## src/rtl/change_dispenser_pkg.sv

```systemverilog
// Shared definitions for the change dispenser: FSM states, coin kinds,
// coin values and the default sizing parameters.
package vending_pkg;

    typedef enum logic [2:0] {
        IDLE  = 3'd0,
        REQ   = 3'd1,
        GAP   = 3'd2,
        DONE  = 3'd3,
        FAULT = 3'd4
    } state_t;

    typedef enum logic {
        ONE  = 1'b0,
        FIVE = 1'b1
    } coin_t;

    localparam int COIN_ONE_VALUE      = 1;
    localparam int COIN_FIVE_VALUE     = 5;
    localparam int DEFAULT_MAX_CHANGE  = 10;
    localparam int DEFAULT_ACK_TIMEOUT = 15;

    // Value in units of a given coin kind.
    function automatic logic [3:0] coinValue(coin_t coin);
        return (coin == FIVE) ? 4'(COIN_FIVE_VALUE) : 4'(COIN_ONE_VALUE);
    endfunction

    // Largest coin that fits in the remaining amount, so change never underflows.
    function automatic coin_t pickCoin(logic [3:0] amount);
        return (amount >= 4'(COIN_FIVE_VALUE)) ? FIVE : ONE;
    endfunction

endpackage

```

## src/rtl/change_dispenser_if.sv

```systemverilog
// Request/coin-mechanism/status bundle of the change dispenser.
// The slave side is the dispenser; the master side is the host plus coin mechanism.
interface change_dispenser_if;
    import vending_pkg::*;

    logic       start;
    logic [3:0] change_in;
    logic       coin_ack;
    logic       coin_req;
    coin_t      coin_type;
    logic [3:0] change;
    logic       busy;
    logic       done;
    logic       error;

    modport master (
        output start, change_in, coin_ack,
        input  coin_req, coin_type, change, busy, done, error
    );

    modport slave (
        input  start, change_in, coin_ack,
        output coin_req, coin_type, change, busy, done, error
    );

endinterface

```

## src/rtl/change_dispenser_ack_timer.sv

```systemverilog
// Counts unacknowledged coin-request cycles and flags the cycle in which
// the count reaches ACK_TIMEOUT.
module ack_timer
    import vending_pkg::*;
#(
    parameter int ACK_TIMEOUT = DEFAULT_ACK_TIMEOUT
) (
    input  logic clk,
    input  logic reset,
    input  logic clear,
    input  logic count,
    output logic expired
);

    localparam int CNT_W = $clog2(ACK_TIMEOUT + 1);

    logic [CNT_W-1:0] count_q;
    logic [CNT_W-1:0] count_d;

    // The current counted cycle is the ACK_TIMEOUT-th one when count_q already holds ACK_TIMEOUT-1.
    assign expired = count && (count_q == CNT_W'(ACK_TIMEOUT - 1));

    // Clear wins over count so a fresh request always starts from zero.
    always_comb begin
        count_d = count_q;
        if (clear) begin
            count_d = '0;
        end else if (count) begin
            count_d = count_q + 1'b1;
        end
    end

    // Counter register.
    always_ff @(posedge clk or posedge reset) begin
        if (reset) begin
            count_q <= '0;
        end else begin
            count_q <= count_d;
        end
    end

endmodule

```

## src/rtl/change_dispenser.sv

```systemverilog
// Change dispenser: pays out an amount using FIVE and ONE coins, one coin
// per request/acknowledge exchange with the coin mechanism.
module change_dispenser
    import vending_pkg::*;
#(
    parameter int MAX_CHANGE  = DEFAULT_MAX_CHANGE,
    parameter int ACK_TIMEOUT = DEFAULT_ACK_TIMEOUT
) (
    input  logic               clk,
    input  logic               reset,
    change_dispenser_if.slave  bus
);

    state_t     state_q,    state_d;
    logic [3:0] change_q,   change_d;
    logic       coinReq_q,  coinReq_d;
    coin_t      coinType_q, coinType_d;
    logic       busy_q,     busy_d;
    logic       done_q,     done_d;
    logic       error_q,    error_d;

    logic startOk;
    logic startBad;
    logic timerClear;
    logic timerCount;
    logic timerExpired;

    assign startOk  = bus.start && (int'(bus.change_in) <= MAX_CHANGE);
    assign startBad = bus.start && (int'(bus.change_in) >  MAX_CHANGE);

    // The timer restarts on every entry to REQ and only ticks while REQ waits for an ack.
    assign timerClear = (state_d == REQ) && (state_q != REQ);
    assign timerCount = (state_q == REQ) && !bus.coin_ack;

    ack_timer #(
        .ACK_TIMEOUT (ACK_TIMEOUT)
    ) u_ack_timer (
        .clk     (clk),
        .reset   (reset),
        .clear   (timerClear),
        .count   (timerCount),
        .expired (timerExpired)
    );

    // Next state, next remaining amount, and next values of the registered outputs.
    always_comb begin
        state_d  = state_q;
        change_d = change_q;

        case (state_q)
            IDLE: begin
                if (startOk) begin
                    change_d = bus.change_in;
                    state_d  = (bus.change_in == 4'd0) ? DONE : REQ;
                end
            end
            REQ: begin
                if (bus.coin_ack) begin
                    change_d = change_q - coinValue(pickCoin(change_q));
                    state_d  = GAP;
                end else if (timerExpired) begin
                    state_d = FAULT;
                end
            end
            GAP: begin
                if (!bus.coin_ack) begin
                    state_d = (change_q != 4'd0) ? REQ : DONE;
                end
            end
            DONE: begin
                state_d = IDLE;
            end
            FAULT: begin
                state_d = FAULT;
            end
            default: begin
                state_d = IDLE;
            end
        endcase

        coinReq_d  = (state_d == REQ);
        coinType_d = (state_d == REQ) ? pickCoin(change_d) : ONE;
        busy_d     = (state_d == REQ) || (state_d == GAP);
        done_d     = (state_d == DONE);
        error_d    = ((state_q == IDLE) && startBad) || (state_d == FAULT);
    end

    // State and output registers; reset returns everything to an idle, empty dispenser.
    always_ff @(posedge clk or posedge reset) begin
        if (reset) begin
            state_q    <= IDLE;
            change_q   <= 4'd0;
            coinReq_q  <= 1'b0;
            coinType_q <= ONE;
            busy_q     <= 1'b0;
            done_q     <= 1'b0;
            error_q    <= 1'b0;
        end else begin
            state_q    <= state_d;
            change_q   <= change_d;
            coinReq_q  <= coinReq_d;
            coinType_q <= coinType_d;
            busy_q     <= busy_d;
            done_q     <= done_d;
            error_q    <= error_d;
        end
    end

    assign bus.coin_req  = coinReq_q;
    assign bus.coin_type = coinType_q;
    assign bus.change    = change_q;
    assign bus.busy      = busy_q;
    assign bus.done      = done_q;
    assign bus.error     = error_q;

endmodule

```

## src/flat_wrapper.sv

```systemverilog
// flat-port wrapper written by rule: the top's interface ports become plain ports
module change_dispenser_flat import vending_pkg::*;
#(
    parameter int MAX_CHANGE  = DEFAULT_MAX_CHANGE,
    parameter int ACK_TIMEOUT = DEFAULT_ACK_TIMEOUT
)
  (clk, reset, bus_start, bus_change_in, bus_coin_ack, bus_coin_req, bus_coin_type, bus_change, bus_busy, bus_done, bus_error);
  change_dispenser_if bus_i ();
  input  logic clk;
  input  logic reset;
  input wire logic [$bits(bus_i.start)-1:0] bus_start;
  input wire logic [$bits(bus_i.change_in)-1:0] bus_change_in;
  input wire logic [$bits(bus_i.coin_ack)-1:0] bus_coin_ack;
  output wire logic [$bits(bus_i.coin_req)-1:0] bus_coin_req;
  output wire logic [$bits(bus_i.coin_type)-1:0] bus_coin_type;
  output wire logic [$bits(bus_i.change)-1:0] bus_change;
  output wire logic [$bits(bus_i.busy)-1:0] bus_busy;
  output wire logic [$bits(bus_i.done)-1:0] bus_done;
  output wire logic [$bits(bus_i.error)-1:0] bus_error;
  assign bus_i.start = bus_start;
  assign bus_i.change_in = bus_change_in;
  assign bus_i.coin_ack = bus_coin_ack;
  assign bus_coin_req = bus_i.coin_req;
  assign bus_coin_type = bus_i.coin_type;
  assign bus_change = bus_i.change;
  assign bus_busy = bus_i.busy;
  assign bus_done = bus_i.done;
  assign bus_error = bus_i.error;
  change_dispenser #(.MAX_CHANGE(MAX_CHANGE), .ACK_TIMEOUT(ACK_TIMEOUT)) u_core (.clk(clk), .reset(reset), .bus(bus_i));
endmodule
```

## config.mk

```make
export PLATFORM = sky130hd
export DESIGN_NAME = change_dispenser_flat
export DESIGN_NICKNAME = d
export VERILOG_FILES = /design/src/rtl/change_dispenser_pkg.sv /design/src/rtl/change_dispenser_if.sv /design/src/rtl/change_dispenser_ack_timer.sv /design/src/rtl/change_dispenser.sv /design/src/flat_wrapper.sv
export SDC_FILE = /design/constraint.sdc
export NUM_CORES = 1
export LEC_CHECK = 0
export CAP_MARGIN = 20
export CORE_ASPECT_RATIO = 1.75
export CORE_MARGIN = 2
export CORE_UTILIZATION = 34
export CTS_CLUSTER_SIZE = 16
export DETAILED_ROUTE_END_ITERATION = 8
export GPL_TIMING_DRIVEN = 0
export PLACE_DENSITY = 0.67
export SYNTH_ARGS = -nofsm -noshare
export SYNTH_HDL_FRONTEND = slang
export SYNTH_HIERARCHICAL = 1
export SYNTH_SLANG_ARGS = --single-unit
```

## constraint.sdc

```tcl
create_clock -name clk -period 2.7 [get_ports clk]
set_input_delay 0.405 -clock clk [delete_from_list [all_inputs] [get_ports clk]]
set_output_delay 0.405 -clock clk [all_outputs]
set_load 0.01 [all_outputs]
```

==> results of run 1 <==
per-layer routing:
layer	wire length, microns	vias to the layer above	part of all wire (%)
li1	-	419	-
met1	795	406	36
met2	1300	21	59
met3	59	4	2.7
met4	40	0	1.8
met5	0	-	0
sequential cells by signal (all words and copies together), names as in the netlist:
| signal | count |
|---|---|
| u_core/bus.coin_req | 1 |
| u_core/bus.busy | 1 |
| u_core/bus.change | 4 |
| u_core/bus.error | 1 |
| u_core/u_ack_timer/count_q | 4 |
| u_core/state_q | 3 |
| u_core/bus.coin_type | 1 |
| u_core/bus.done | 1 |
through the flow:
step | std cells | area (sq um) | worst slack, ns
4_1_cts | 153 | 1260 | 0.00233
5_1_grt | 154 | 1280 | 0.0645
6_report | 154 | 1280 | 0.181
3_5_place_dp | 149 | 1200 | -0.427
3_3_place_gp | 149 | 1200 | -0.425
2_1_floorplan | 105 | 1010 | 0.204
final cells by class:
cell class                 instances  area [sq um]
fill                             296          1590
multi-input combinational         78           572
sequential                        16           400
timing repair buffer              17           168
clock buffer                       4          55.1
tap                               28          35.0
inverter                           7          26.3
buffer                             4          21.3
report_power, final:
part	leakage (nW)	internal, mW	switching (mW)
combinational	0.324	0.318	0.315
clock	0.0288	0.129	0.0819
sequential	0.209	0.320	0.0766
layout by cell type, fill, tap and decap left out, types with 2 or more instances in the layout:
cell type,netlist,layout
nor4b_1,2,2
buf_2,2,2
o21ai_0,5,5
nand4_1,2,2
nand3b_1,3,3
nor2_1,7,7
o211ai_1,2,2
buf_4,1,2
or3_1,3,3
nand2b_1,4,4
nor2b_1,3,3
o21a_1,3,3
or3b_1,2,2
clkbuf_8,0,4
a21oi_1,9,9
clkdlybuf4s50_1,0,16
nand3_1,2,2
inv_1,7,7
dfrtp_1,16,16
or2b_1,2,2
ha_1,5,5
what timing repair did:
action	4_1_cts	5_1_grt
buffers inserted	0	1
endpoints found under the hold margin	0	0
resized for setup	1	1
setup endpoints to repair	1	2
pin swaps	0	1
worst paths after layout:
check	end	slack [ns]
setup reg to reg	u_core/u_ack_timer/count_q[3]	0.20
hold reg to reg	u_core/u_ack_timer/count_q[2]	0.58
min in group clk	u_core/u_ack_timer/count_q[2]	0.58
hold / removal	u_core/u_ack_timer/count_q[0]	0.36
setup / recovery	u_core/u_ack_timer/count_q[3]	0.18
max in group asynchronous	u_core/bus.change[3]	1.92
critical path, stage by stage:
cell	delay (ns)
clkdlybuf4s50_1	0.47
buf_2	0.21
nor3_2	0.11
and4_1	0.23
or3b_1	0.35
a21oi_1	0.15
o21bai_1	0.14
a211oi_2	0.24
nor2b_1	0.08
mux2_4	0.26
cell families after synthesis:
logic type	share of synthesized area (%)
buf+inv	4.71
compound gates	20.8
simple gates	23.3
fa+ha+maj	6.20
mux	3.59
flops	39.7
xor+xnor	1.74
==> impl_metrics.toml, run 1 <==
[final_layout]
drive_gt1_share_pct = 15.1
finish.net_count = 140
diodes = 0
fin_util_pct = 44.6
area_growth_pct = 26.5

[global_routing]
use_met1_pct = 15.0
grt-ovfl-total = 0
grt_use_total_pct = 14.1
grt_max_degree = 13
use_met2_pct = 25.7
grt_pass1_wl_mm = 3.70
antenna_found_initial = 0
grt_pass1_vias = 851
busiest_layer = "met2"
met3_usage_pct = 2.84

[floorplanning]
rows = 26
die_x_microns = 45.2
boundaryPins = 17
dieArea_sq_um = 3440
start_util_pct = 35.3
die-height_microns = 76.1
core_sq_um = 2860

[timing]
fin_worst_skew_ns = 0.00422
clock.fmax_mhz = 397
holdWs_ns = 0.358
slew_headroom_pct = 61.2
rsz0062_at_grt = "no"
finalHoldViolations = 0
final_max_slew_viol_count = 0
tns_ns = 0
setup_viol = 0
post-route-min-period_ns = 2.52
finalCritPeriodShare_pct = 93.3
worstMarginPinSlew_ns = 0.574

[power]
irDropWorstVdd_mv = 0.456
power.total_mw = 1.24
power_density_nw_per_um2 = 971
p_leak_nw = 0.562

[drt]
avgRoutedWirePerCell_microns = 14.3
drc = 0
viasPerCell = 5.52
dr.pass1.iters = 4
wl_mm = 2.20
ant_nets = 0
vias = 850
first_iter_violations = 15

[clocking]
cts_buffer_depth = 2
tritoncts.num_buffers = 3
cts_tree = "yes"
cts_hold_repair.buffers = 0
h-tree-depth = 1
clk_pin_slew_ns = 0.07
clock_latency_ns = 0.25
cts_root_buf = "clkbuf_8"
clock-sinks = 16

[yosys]
synthTopCellsByCount = "dfrtp_1 (16), a21oi_1 (9), inv_1 (7), nor2_1 (7)"
ys_types = 43
synth_most_common_cell = "dfrtp_1"
synth_edf_count = 0
synth_seq_area_share_pct = 39.7
yosys.area.top_type_share_pct = 39.7
syn_area_sq_um = 1010
ys_ff_latch = 16
synth_area_leader_cell = "dfrtp_1"
synth_cells = 105
yosysWarnings = 6
synth-async-reset-ratio_pct = 100
synthTopCellsByArea = "dfrtp_1 (40%), ha_1 (6.2%), a21oi_1 (4.5%), inv_1 (2.6%), nor2_1 (2.6%)"
synth.avg_cell_area_sq_um = 9.62
yosys_most_used_dff = "dfrtp_1"
syn_nets = 118

[place]
io_buffers = 16
post-dp-hpwl_mm = 1.76
gp_congestion = 0.821

[setup_path]
worstPathRequired_ns = 2.83
start_kind = "input pin"
end_kind = "flop"
critPathMaxFanout = 10
rr_worst_depth = 10
criticalPathCategory = "input pin to flop"
arrival_ns = 2.65
reg2reg_from = "u_core/state_q[2]"
crit_start = "bus_coin_ack"

[flow_run]
cap_violations = 0

[hold_path]
min_path_type = "input pin to async pin"

[outcome]
status = "completed"
(Power assumes the default switching activity.)
==> run 2, diff against run 1 <==
--- a/config.mk
+++ b/config.mk
@@ -7,7 +7,6 @@
 export LEC_CHECK = 0
 export CAP_MARGIN = 20
 export CORE_ASPECT_RATIO = 1.75
-export CORE_MARGIN = 2
 export CORE_UTILIZATION = 34
 export CTS_CLUSTER_SIZE = 16
 export DETAILED_ROUTE_END_ITERATION = 8
==> impl_metrics.toml, run 2 (synthesized netlist as in run 1, its figures left out) <==
[clocking]
h-tree-depth = 1
clock-sinks = 16
clk_pin_slew_ns = 0.06
cts_hold_repair.buffers = 0
cts_tree = "yes"
cts_buffer_depth = 2
clock_latency_ns = 0.24
cts_root_buf = "clkbuf_8"
tritoncts.num_buffers = 3

[place]
io_buffers = 16
post-dp-hpwl_mm = 1.71
gp_congestion = 0.852

[drt]
ant_nets = 0
first_iter_violations = 11
drc = 0
dr.pass1.iters = 4
vias = 828
viasPerCell = 5.45
wl_mm = 2.16
avgRoutedWirePerCell_microns = 14.2

[final_layout]
diodes = 0
finish.net_count = 139
multi_input_area_sq_um = 572
regArea_sq_um = 400
nFillCells = 276
final_cell_mix = "clkdlybuf4s50_1 (16), dfrtp_1 (16), a21oi_1 (9), inv_1 (7), nor2_1 (7)"
drive_gt1_share_pct = 15.2
area_growth_pct = 26.0

[setup_path]
criticalPathCategory = "input pin to flop"
critPathMaxFanout = 10
max_stage_delay_ns = 0.47
r2r_setup_slack_ns = 0.25
rr_worst_depth = 10
crit_path_cell_trace = "clkdlybuf4s50_1, buf_2, nor3_2, and4_1, or3b_1, a21oi_1, o21bai_1, a211oi_2, nor2b_1, mux2_4"
end_kind = "flop"
start_kind = "input pin"
arrival_ns = 2.70
r2r-end = "u_core/u_ack_timer/count_q[3]"
worstPathRequired_ns = 2.83
cp_slowest_cell = "clkdlybuf4s50_1"
reg2reg_from = "u_core/state_q[0]"

[global_routing]
grt_pass1_wl_mm = 3.57
grt_pass1_vias = 826
grt_use_total_pct = 14.6
grt-ovfl-total = 0
antenna_found_initial = 0
grt_max_degree = 13

[hold_path]
min_path_type = "input pin to async pin"

[power]
irDropWorstVdd_mv = 0.461
power_density_nw_per_um2 = 975
p_leak_nw = 0.561

[timing]
worstMarginPinSlew_ns = 0.632
post-route-min-period_ns = 2.57
setup_viol = 0
slew_headroom_pct = 57.3
rsz0062_at_grt = "no"
clock.fmax_mhz = 389
finalCritPeriodShare_pct = 95.3
final_max_slew_viol_count = 0
fin_worst_skew_ns = 0.00263
finalHoldViolations = 0
holdWs_ns = 0.361
tns_ns = 0

[floorplanning]
die-height_microns = 74.1
die_x_microns = 43.2
start_util_pct = 36.7
core_sq_um = 2750
rows = 25
boundaryPins = 17
dieArea_sq_um = 3200

[flow_run]
cap_violations = 0

[outcome]
status = "completed"
-- run 2: cell types whose count changed in the layout (fill, tap and decap cells not counted), sizes merged --
| cell | previous run | this run |
|---|---|---|
| clkbuf | 5 | 4 |
-- run 2: power breakdown --
part           switching (mW)  internal (mW)  leakage [nW]  total (mW)
combinational           0.321          0.319         0.323       0.640
sequential             0.0736          0.320         0.209       0.394
clock                  0.0780          0.129        0.0288       0.207
-- run 2: worst max path at each step --
stage               slack, ns         startpoint  cells past startpoint                             to
floorplan                0.20  u_core/state_q[2]                     10  u_core/u_ack_timer/count_q[3]
global placement        -0.43       bus_coin_ack                     10  u_core/u_ack_timer/count_q[3]
detailed placement      -0.52       bus_coin_ack                     10  u_core/u_ack_timer/count_q[3]
CTS                      0.08       bus_coin_ack                     10  u_core/u_ack_timer/count_q[3]
global route            0.008       bus_coin_ack                     10  u_core/u_ack_timer/count_q[3]
finish                   0.13       bus_coin_ack                     10  u_core/u_ack_timer/count_q[3]
-- run 2: area by class of cell --
class,instances,area share (%)
inverters,7,2.06
multi-input cells,78,44.9
flip-flops and latches,16,31.5
clock buffers,4,4.33
well taps,27,2.65
plain buffers,3,1.38
repair buffers,17,13.2
-- run 2: metal layers --
metal  global-route usage (%)  up-vias  wire (microns)
met1                     16.0      391             825
met4                     7.74        0              37
li1                         -      418               -
met2                     26.5       15            1240
met5                        0        -               0
met3                     2.18        4              53
-- run 2: critical path, delay by kind of cell --
| family | cells | cell delay (ns) |
|---|---|---|
| multiplexers | 1 | 0.27 |
| AO/OA/AOI/OAI | 3 | 0.59 |
| AND/OR/NAND/NOR | 4 | 0.76 |
| buffers and inverters | 2 | 0.68 |
-- run 2: through the flow --
stage / power, mW / instances / utilization, % / instance area [sq um] / worst slack (ns)
after floorplan: 0.799 / 105 / - / 1010 / 0.204
after global placement: 1.00 / 148 / 43.7 / 1200 / -0.431
after detailed placement: 1.02 / 148 / 43.7 / 1200 / -0.521
after CTS: 1.26 / 153 / 46.2 / 1270 / 0.0776
after global routing: 1.34 / 152 / 46.2 / 1270 / 0.00756
final: 1.24 / 152 / 46.2 / 1270 / 0.127
-- run 2: what timing repair did --
action	4_1_cts	5_1_grt
buffers inserted	1	0
setup endpoints to repair	4	7
pin swaps	1	0
resized for setup	1	1
==> run 3, diff against run 2 <==
--- a/config.mk
+++ b/config.mk
@@ -8,7 +8,6 @@
 export CAP_MARGIN = 20
 export CORE_ASPECT_RATIO = 1.75
 export CORE_UTILIZATION = 34
-export CTS_CLUSTER_SIZE = 16
 export DETAILED_ROUTE_END_ITERATION = 8
 export GPL_TIMING_DRIVEN = 0
 export PLACE_DENSITY = 0.67
==> results of run 3 <==
Same layout as run 2: the final DEF is identical, and so are final timing and power.
==> edit, RTL diff (config.mk and constraints of run 1) <==
The 5 states of `state_t` get a one-hot encoding in 5 bits.
--- a/src/rtl/change_dispenser_pkg.sv
+++ b/src/rtl/change_dispenser_pkg.sv
@@ -2,12 +2,12 @@
 // coin values and the default sizing parameters.
 package vending_pkg;
 
-    typedef enum logic [2:0] {
-        IDLE  = 3'd0,
-        REQ   = 3'd1,
-        GAP   = 3'd2,
-        DONE  = 3'd3,
-        FAULT = 3'd4
+    typedef enum logic [4:0] {
+        IDLE  = 5'b00001,
+        REQ   = 5'b00010,
+        GAP   = 5'b00100,
+        DONE  = 5'b01000,
+        FAULT = 5'b10000
     } state_t;
 
     typedef enum logic {
Formal check against the unedited RTL: same outputs for any inputs over 10 cycles, from zero or initial values and one cycle with reset high; not proved beyond that.
==> edit against run 1 <==
Synthesized area up 6.6%; power fell by 14%; routed wire length up 11%; sequential share of layout area grew 1.7 points; largest cell class unchanged; sequential cell count up 2; clock power rose by 3%; final area grew 7.1%; worst setup slack better by 0.024 ns.
==> edit: results (changes against run 1) <==
{
  "detailroute.wirelength.met3": {"value": 72, "unit": "um", "change": "+22%"},
  "buf_share": {"value": 13.4, "unit": "%", "change": "-1.3 points"},
  "place_inst": {"value": 164, "change": "+10%"},
  "timing.critical_path.fanout_max": {"value": 8, "change": "-2"},
  "final_cell_count_no_fill": {"value": 169, "change": "+9.7%"},
  "vdd_ir_drop_max": {"value": 0.352, "unit": "mV", "change": "-23%"},
  "layout.core_utilization": {"value": 44.5, "unit": "%", "change": "-0.14 points"},
  "slowest_delay": {"value": 0.44, "unit": "ns", "change": "-0.03 ns"},
  "design.seq.count": {"value": 18, "change": "+2"},
  "met2_length": {"value": 1350, "unit": "um", "change": "+3.8%"},
  "cp_data_arrival_time": {"value": 2.69, "unit": "ns", "change": "+0.04 ns"},
  "p_leak": {"value": 0.577, "unit": "nW", "change": "+2.7%"},
  "switching_share": {"value": 35.0, "unit": "%", "change": "-3.1 points"},
  "comb_power": {"value": 456, "unit": "uW", "change": "-28%"},
  "total_length_of_routed_wires": {"value": 2440, "unit": "um", "change": "+11%"},
  "via_per_inst": {"value": 5.46, "change": "-1.0%"},
  "synth_top_cells_by_area": "sky130_fd_sc_hd__dfrtp_1 (40%), sky130_fd_sc_hd__ha_1 (5.8%), sky130_fd_sc_hd__a21oi_1 (3.3%)",
  "final.fill_count": {"value": 310, "change": "+4.7%"},
  "grt_max_degree": {"value": 15, "change": "+2"},
  "worst_path_max_delay_cell": "sky130_fd_sc_hd__or3b_4",
  "place_ws": {"value": -0.390, "unit": "ns", "change": "+0.0370 ns"},
  "dp_hpwl": {"value": 1880, "unit": "um", "change": "+6.7%"},
  "grt_pass1_vias": {"value": 940, "change": "+10%"},
  "sequential_cell_area_share": {"value": 33.0, "unit": "%", "change": "+1.7 points"},
  "met1Wirelength": {"value": 900, "unit": "um", "change": "+13%"},
  "netlist_top_cells_count": "sky130_fd_sc_hd__dfrtp_1 (17), sky130_fd_sc_hd__a21oi_1 (7), sky130_fd_sc_hd__inv_1 (7), sky130_fd_sc_hd__nor2_1 (6), sky130_fd_sc_hd__o21ai_0 (6)",
  "outcome": "finished clean",
  "skew": {"value": 0.00101, "unit": "ns", "change": "-0.00321 ns"},
  "use_met1": {"value": 16.3, "unit": "%", "change": "+1.3 points"},
  "relative_area_of_clock_buffers_and_inverters_in_the_final_design": {"value": 4.03, "unit": "%", "change": "-0.28 points"}
}
-- edit: changes by cell type after synthesis, sizes merged, moves of 2 or more --
cell,before,now
or3,3,0
nand2,1,4
nor4,0,2
nand3b,3,1
nor3b,0,2
nor2,8,6
xnor2,1,3
a21oi,9,7
o211ai,3,1
o22ai,0,3
-- edit: worst paths after layout --
check,cells after the start,endpoint,startpoint,slack (ns)
max,9,u_core/u_ack_timer/count_q[3]$_DFFE_PP0P_,u_core/state_q[4]$_DFF_PP0_,0.21
min,2,u_core/u_ack_timer/count_q[3]$_DFFE_PP0P_,reset,0.36
max reg2reg,9,u_core/u_ack_timer/count_q[3]$_DFFE_PP0P_,u_core/state_q[4]$_DFF_PP0_,0.21
min reg2reg,2,u_core/state_q[4]$_DFF_PP0_,u_core/state_q[2]$_DFF_PP0_,0.58
max in group asynchronous,2,u_core/state_q[0]$_DFF_PP1_,reset,1.81
min in group clk,2,u_core/state_q[4]$_DFF_PP0_,u_core/state_q[2]$_DFF_PP0_,0.58
-- edit: kinds of logic after synthesis --
kind of cell               Yosys count  share of synthesized area [%]
DFF                                 18                           42.0
buffers and inverters                9                           3.95
adders and majority gates            5                           5.81
AOI/OAI and AO/OA                   29                           19.0
xor gates and xnor gates             3                           2.44
muxes                                1                           1.39
and+or+nand+nor                     40                           25.5
-- edit: repair_timing --
action / 4_1_cts / 5_1_grt
endpoints found under the setup margin: 7 / 1
gates resized for setup: 2 / 0
hold buffers: 0 / 0
buffers inserted: 0 / 1
pin swaps: 0 / 1
-- edit: worst register-to-register path, delay by kind of cell (launching register included) --
kind                   cells  cell delay, ns
multiplexers               1            0.15
AO/OA/AOI/OAI              3            0.63
AND/OR/NAND/NOR            4            1.13
flip-flops                 1            0.36
buffers and inverters      1            0.16
